File: src/rtl/freq_meter_pkg.sv
// Shared definitions for the frequency-meter input path: the level-filter
// state encoding, the default build constants, and a level-decode helper.
package freq_meter_pkg;

    localparam int SYNC_STAGES_DEF = 2;
    localparam int FILT_CYCLES_DEF = 3;
    localparam int TIMEOUT_CYC_DEF = 50_000_000;

    // Filter states: two settled levels plus a qualifying state for each
    // direction of change.
    typedef enum logic [1:0] {
        LOW      = 2'd0,
        CHK_HIGH = 2'd1,
        HIGH     = 2'd2,
        CHK_LOW  = 2'd3
    } filt_state_t;

    // The accepted level is high while settled high or while qualifying a fall.
    function automatic logic state_is_high(input filt_state_t st);
        return (st == HIGH) || (st == CHK_LOW);
    endfunction

endpackage

File: src/rtl/sync_chain.sv
// Multi-flop synchronizer for a single asynchronous bit. Only the last stage
// is meant to be used by downstream logic.
module sync_chain #(
    parameter int STAGES = 2
) (
    input  logic clk,
    input  logic rst_n,
    input  logic d,
    output logic q
);

    logic [STAGES-1:0] r_sync;
    logic [STAGES-1:0] w_stage_in;

    // Build the shift input for every stage: stage 0 takes the raw input,
    // every later stage takes its predecessor.
    genvar gi;
    generate
        for (gi = 0; gi < STAGES; gi++) begin : g_stage
            if (gi == 0) begin : g_first
                assign w_stage_in[gi] = d;
            end else begin : g_rest
                assign w_stage_in[gi] = r_sync[gi-1];
            end
        end
    endgenerate

    // Shift the chain every clock; reset clears all stages.
    always_ff @(posedge clk) begin
        if (!rst_n) begin
            r_sync <= '0;
        end else begin
            r_sync <= w_stage_in;
        end
    end

    assign q = r_sync[STAGES-1];

endmodule

File: src/rtl/clk_in_cond.sv
// Input conditioner for an external clock/signal being measured:
// synchronize, debounce with a level-qualifying FSM, emit one strobe per
// accepted rising edge, and flag loss of signal after a period with no edges.
// Optional build macro: CLK_IN_COND_GLITCH_CNT_EN adds a saturating 16-bit
// count of rejected level changes on output glitch_cnt.
module clk_in_cond
    import freq_meter_pkg::*;
#(
    parameter int SYNC_STAGES = SYNC_STAGES_DEF,
    parameter int FILT_CYCLES = FILT_CYCLES_DEF,
    parameter int TIMEOUT_CYC = TIMEOUT_CYC_DEF
) (
    input  logic        clk,
    input  logic        rst_n,
    input  logic        clk_in,
    output logic        edge_pulse,
    output logic        sig_level,
    output logic        no_signal
`ifdef CLK_IN_COND_GLITCH_CNT_EN
    ,
    output logic [15:0] glitch_cnt
`endif
);

    localparam int TO_W = (TIMEOUT_CYC < 2) ? 1 : $clog2(TIMEOUT_CYC + 1);
    localparam logic [TO_W-1:0] TO_MAX = TO_W'(TIMEOUT_CYC);
    localparam logic [8:0] FILT_N = 9'(FILT_CYCLES);
    // A one-sample filter needs no qualifying state at all.
    localparam bit FILT_BYPASS = (FILT_CYCLES == 1);

    logic        w_s;
    filt_state_t r_state;
    filt_state_t w_state_next;
    logic [7:0]  r_cnt;
    logic [7:0]  w_cnt_next;
    logic [8:0]  w_cnt_inc;
    logic        w_rise_entry;
    logic        w_glitch;
    logic        r_rise_seen;
    logic        r_edge_pulse;
    logic        r_sig_level;
    logic [TO_W-1:0] r_to_cnt;

    sync_chain #(
        .STAGES (SYNC_STAGES)
    ) u_sync (
        .clk   (clk),
        .rst_n (rst_n),
        .d     (clk_in),
        .q     (w_s)
    );

    assign w_cnt_inc = {1'b0, r_cnt} + 9'd1;

    // Filter state and qualification count register.
    always_ff @(posedge clk) begin
        if (!rst_n) begin
            r_state <= LOW;
            r_cnt   <= '0;
        end else begin
            r_state <= w_state_next;
            r_cnt   <= w_cnt_next;
        end
    end

    // Next-state logic: a level change is accepted only after FILT_CYCLES
    // consecutive equal synchronized samples; any contrary sample aborts.
    always_comb begin
        w_state_next = r_state;
        w_cnt_next   = r_cnt;
        w_glitch     = 1'b0;
        case (r_state)
            LOW: begin
                if (w_s) begin
                    if (FILT_BYPASS) begin
                        w_state_next = HIGH;
                        w_cnt_next   = '0;
                    end else begin
                        w_state_next = CHK_HIGH;
                        w_cnt_next   = 8'd1;
                    end
                end
            end
            CHK_HIGH: begin
                if (!w_s) begin
                    w_state_next = LOW;
                    w_cnt_next   = '0;
                    w_glitch     = 1'b1;
                end else if (w_cnt_inc >= FILT_N) begin
                    w_state_next = HIGH;
                    w_cnt_next   = '0;
                end else begin
                    w_cnt_next   = w_cnt_inc[7:0];
                end
            end
            HIGH: begin
                if (!w_s) begin
                    if (FILT_BYPASS) begin
                        w_state_next = LOW;
                        w_cnt_next   = '0;
                    end else begin
                        w_state_next = CHK_LOW;
                        w_cnt_next   = 8'd1;
                    end
                end
            end
            CHK_LOW: begin
                if (w_s) begin
                    w_state_next = HIGH;
                    w_cnt_next   = '0;
                    w_glitch     = 1'b1;
                end else if (w_cnt_inc >= FILT_N) begin
                    w_state_next = LOW;
                    w_cnt_next   = '0;
                end else begin
                    w_cnt_next   = w_cnt_inc[7:0];
                end
            end
            default: begin
                w_state_next = LOW;
                w_cnt_next   = '0;
            end
        endcase
    end

    // Only a genuine low-to-high acceptance counts as an edge; returning to
    // HIGH after an aborted fall is not a new edge.
    assign w_rise_entry = (w_state_next == HIGH) &&
                          ((r_state == LOW) || (r_state == CHK_HIGH));

    // Edge strobe and level outputs, registered one cycle behind the state
    // change so both land in the same cycle.
    always_ff @(posedge clk) begin
        if (!rst_n) begin
            r_rise_seen  <= 1'b0;
            r_edge_pulse <= 1'b0;
            r_sig_level  <= 1'b0;
        end else begin
            r_rise_seen  <= w_rise_entry;
            r_edge_pulse <= r_rise_seen;
            r_sig_level  <= state_is_high(r_state);
        end
    end

    // Loss-of-signal counter: restarts after each edge strobe, otherwise
    // counts up and sticks at the timeout value.
    always_ff @(posedge clk) begin
        if (!rst_n) begin
            r_to_cnt <= '0;
        end else if (r_edge_pulse) begin
            r_to_cnt <= '0;
        end else if (r_to_cnt != TO_MAX) begin
            r_to_cnt <= r_to_cnt + TO_W'(1);
        end
    end

    assign edge_pulse = r_edge_pulse;
    assign sig_level  = r_sig_level;
    assign no_signal  = (r_to_cnt == TO_MAX);

`ifdef CLK_IN_COND_GLITCH_CNT_EN
    logic [15:0] r_glitch_cnt;

    // Saturating count of aborted level changes.
    always_ff @(posedge clk) begin
        if (!rst_n) begin
            r_glitch_cnt <= '0;
        end else if (w_glitch && (r_glitch_cnt != 16'hFFFF)) begin
            r_glitch_cnt <= r_glitch_cnt + 16'd1;
        end
    end

    assign glitch_cnt = r_glitch_cnt;
`else
    // Abort detection is only consumed by the optional glitch counter.
    logic w_unused;
    assign w_unused = w_glitch;
`endif

endmodule

File: config.mk
export PLATFORM = sky130hd
export DESIGN_NAME = clk_in_cond
export DESIGN_NICKNAME = d
export VERILOG_FILES = /design/src/rtl/freq_meter_pkg.sv /design/src/rtl/sync_chain.sv /design/src/rtl/clk_in_cond.sv
export SDC_FILE = /design/constraint.sdc
export NUM_CORES = 1
export LEC_CHECK = 0
export CAP_MARGIN = 20
export CORE_MARGIN = 3
export CORE_UTILIZATION = 55
export CTS_BUF_LIST = sky130_fd_sc_hd__clkbuf_8
export CTS_CLUSTER_SIZE = 40
export DETAILED_ROUTE_END_ITERATION = 10
export DONT_BUFFER_PORTS = 1
export MAX_ROUTING_LAYER = met4
export PLACE_DENSITY = 0.79
export RECOVER_POWER = 100
export SKIP_LAST_GASP = 1
export SYNTH_ARGS = -nofsm -noshare
export SYNTH_HDL_FRONTEND = slang
export SYNTH_SLANG_ARGS = --single-unit
File: constraint.sdc
create_clock -name clk -period 2.8 [get_ports clk]
set_input_delay 0.7 -clock clk [delete_from_list [all_inputs] [get_ports clk]]
set_output_delay 0.7 -clock clk [all_outputs]
set_load 0.01 [all_outputs]
==> impl_metrics.tcl <==
set metrics [dict create \
    outcome "complete, no violations" \
    wl_per_cell_um 13.82 \
    filler_cell_count 255 \
    power.static_leakage_nw 0.7541 \
    power.net_switching_mw 0.2289 \
    vias_after_detailed_routing 1460 \
    insertedDiodeCount 0 \
    post_synth_main_area_contributors "dfxtp_1 (43%), xor2_1 (6.4%), nor2_1 (5.3%)" \
    final_core_util 0.6425 \
    seq_area_um2 820.8 \
    io_buffers 0 \
    endpoint "r_to_cnt[21]$_SDFFE_PP0N_" \
    num-nets-final 219 \
    layout.cell_area.non_filler_mm2 0.002042 \
    cts_tree "done" \
    multi_input_area_um2 987.2 \
    ctsRootBufferMaster "clkbuf_8" \
    cp_data_required_time_ns 2.98 \
    drt_wl_total_mm 3.552 \
    floorplan.core_area_mm2 0.003178 \
    holdCritPathClass "register to register" \
    r2r_end "r_to_cnt[21]$_SDFFE_PP0N_" \
    power_frac_seq 0.504 \
    final_layout_size_suffix_gt1_frac 0.08920 \
    critical_path_peak_fanout 7 \
    power.share.switching 0.1931 \
    reg2reg_from "r_to_cnt[2]$_SDFFE_PP0N_" \
    cts_sinks 41 \
    intPower_mw 0.9564 \
    postSynth.topFlopCell "dfxtp_1" \
    slew_headroom 0.3895 \
    h-tree-depth 2 \
    area_delta_synth_final_pct 7.016 \
    clk_latency_ns 0.29 \
    grt_util_met3 0.04333 \
    final_hold_vios 0 \
    power_frac_clock 0.466 \
    fin_crit_ns 2.393 \
    fp.dieH_um 64.90 \
    reg2reg_depth 5 \
    fin_worst_skew_ns 0.007341 \
    cp-startpoint "r_to_cnt[2]$_SDFFE_PP0N_" \
    detail_route.vias_per_cell 5.681 \
    drt-initial-drc-count 118 \
    synth_sequential_area_ratio 0.4302 \
    postSynthCellCount 208 \
    count_of_state_elements_after_synthesis 41 \
    synthMostInstantiatedCell "dfxtp_1" \
    use_met1 0.2244 \
    crit_path_cell_trace "nand4_1, nor4b_1, and2_0, nand3_2, mux2_4" \
    start_util 0.6004 \
    cts.hold.buffers_added 0 \
    ys_top_cells_by_count "dfxtp_1 (41), nor2_1 (27), and2_1 (14), xor2_1 (14), nand3_1 (13)" \
    hold-worst-slack_ns 0.4434 \
    synth.largest_area_cell "dfxtp_1" \
    highest_delay_cell_along_the_critical_path "nor4b_1" \
    floorplan.rows 20 \
    fp.dieArea_mm2 0.004212 \
    drt.antenna.violating_nets 0 \
    syn_avg_cell_area_um2 9.173 \
    clkTransAtPathRegs_ns 0.08 \
    worstSetupStartpointType "register" \
    clk_path_buf_depth 2 \
    cts_buffers 5 \
    synth_enable_flop_cells 0 \
    die_w_um 64.90 \
    detail_route.first_pass.iterations 4 \
    post_dp_cell_area_mm2 0.001948 \
    io_pins 6 \
    overflow 0 \
    pwr-share-comb 0.030 \
    timing.final.setup_violations 0 \
    grtUsageMet2 0.3423 \
    ctsResizeCount 0 \
    synth-warning-count 0 \
    irDropWorstVdd_mv 0.3241 \
    cts_post_setup_buffers_inserted 0 \
    maxClockFrequency_ghz 0.4178 \
    grt_most_used_layer "met2" \
    crit_path_end_kind "register" \
    total_standard_cell_area_after_synthesis_mm2 0.001908 \
    grt_use_total 0.1969 \
    worst_slew_pin_slew_ns 0.9030 \
    post_synth_num_cell_types 40 \
    max_cap_check_violation_count 0 \
    finalWorstSetupSlack_ns 0.4068 \
    gp_congestion 0.8247 \
    post-dp-hpwl_mm 2.574 \
    data_arrival_time_of_the_critical_path_ns 2.57 \
    power.density_mw_per_mm2 580.5 \
    global_route_wire_length_before_repair_mm 6.417 \
    synth_top_area_frac 0.4302 \
    rrSetupSlack_ns 0.41 \
    drc 0 \
    worstSetupPathType "register to register" \
    final-max-slew-violation-count 0 \
    dp_worst_setup_slack_ns 0.7972 \
    grt_pass1_vias 1470 \
    post-route-period-util 0.8547 \
    totalNegativeSetupSlack_ns 0 \
    largest_net_degree_at_the_start_of_global_routing 18 \
    slowest_stage_delay_on_critical_path_ns 0.79 \
    synth_nets 215 \
    number_of_antenna_violations_at_the_first_check_in_global_routing 0 \
    rsz0062_at_grt "no" \
    synth-async-reset-ratio 0 \
]
layer usage:
metal	vias to the layer above	wire [um]
met5	-	0
met4	0	21
met3	4	131
met2	27	1862
met1	691	1537
li1	738	-
placed cells by master, fill, tap and decap left out, types with 4 or more instances in the layout:
cell type  Yosys  routed
and4_1         5       5
xnor2_1        6       6
a211oi_1       4       4
ha_1           4       4
xor2_1        14      14
nand3_1       13      13
nor2_1        27      28
and2_0         0       8
o21ai_0        5       5
and2_1        14       7
dfxtp_1       41      41
and3_1         4       4
nand4_1        7       8
clkbuf_8       0       5
nor3_1         5       5
nand2_1       12      12
inv_1         10      10
sequential cells by signal, summed over array words and instances (netlist names):
name	cells
r_to_cnt	26
r_cnt	8
r_state	2
u_sync.r_sync	2
edge_pulse	1
r_rise_seen	1
sig_level	1
how the worst min path moves through the flow:
stage / startpoint / end / slack, ns / depth (start not counted)
3_3_place_gp: r_rise_seen$_SDFF_PN0_ / edge_pulse$_SDFF_PN0_ / 0.41 / 1
6_report: u_sync.r_sync[0]$_SDFF_PN0_ / u_sync.r_sync[1]$_SDFF_PN0_ / 0.44 / 1
5_1_grt: u_sync.r_sync[0]$_SDFF_PN0_ / u_sync.r_sync[1]$_SDFF_PN0_ / 0.47 / 1
2_1_floorplan: r_rise_seen$_SDFF_PN0_ / edge_pulse$_SDFF_PN0_ / 0.41 / 1
4_1_cts: u_sync.r_sync[0]$_SDFF_PN0_ / u_sync.r_sync[1]$_SDFF_PN0_ / 0.45 / 1
3_5_place_dp: u_sync.r_sync[0]$_SDFF_PN0_ / u_sync.r_sync[1]$_SDFF_PN0_ / 0.43 / 1
kinds of logic after synthesis:
family	count (synthesis)	share of synthesized area
AND/OR/NAND/NOR	105	0.3252
flip-flops	41	0.4302
AO/OA/AOI/OAI	21	0.07673
XOR/XNOR	20	0.09180
buffers and inverters	14	0.03148
adder cells (fa/ha/maj)	4	0.02623
multiplexers	3	0.01836
area by class of cell:
class / count / area share
Multi-Input combinational cell: 153 / 0.4835
Clock buffer: 5 / 0.03370
Clock inverter: 3 / 0.03186
Sequential cell: 41 / 0.4020
Inverter: 10 / 0.01838
Tap cell: 44 / 0.02696
Timing Repair Buffer: 1 / 0.003676
power by group through the flow:
stage	Clock [mW]	Sequential (mW)	Combinational (mW)
finish	0.553	0.597	0.0352
global placement	0	0.610	0.0324
floorplan	0	0.609	0.0303
CTS	0.564	0.598	0.0367
detailed placement	0	0.611	0.0358
global route	0.585	0.599	0.0405
per-stage QoR:
step                      total power [mW]  cells
after detailed placement            0.6472    249
after global placement              0.6429    249
after global routing                 1.224    257
after floorplan                     0.6396    208
final                                1.185    257
after CTS                            1.198    257
critical path: cells and delay by family (launching register included):
family        cells  cell delay, ns
simple gates      4            1.50
flops             1            0.47
mux               1            0.30
(Power assumes the default switching activity.)
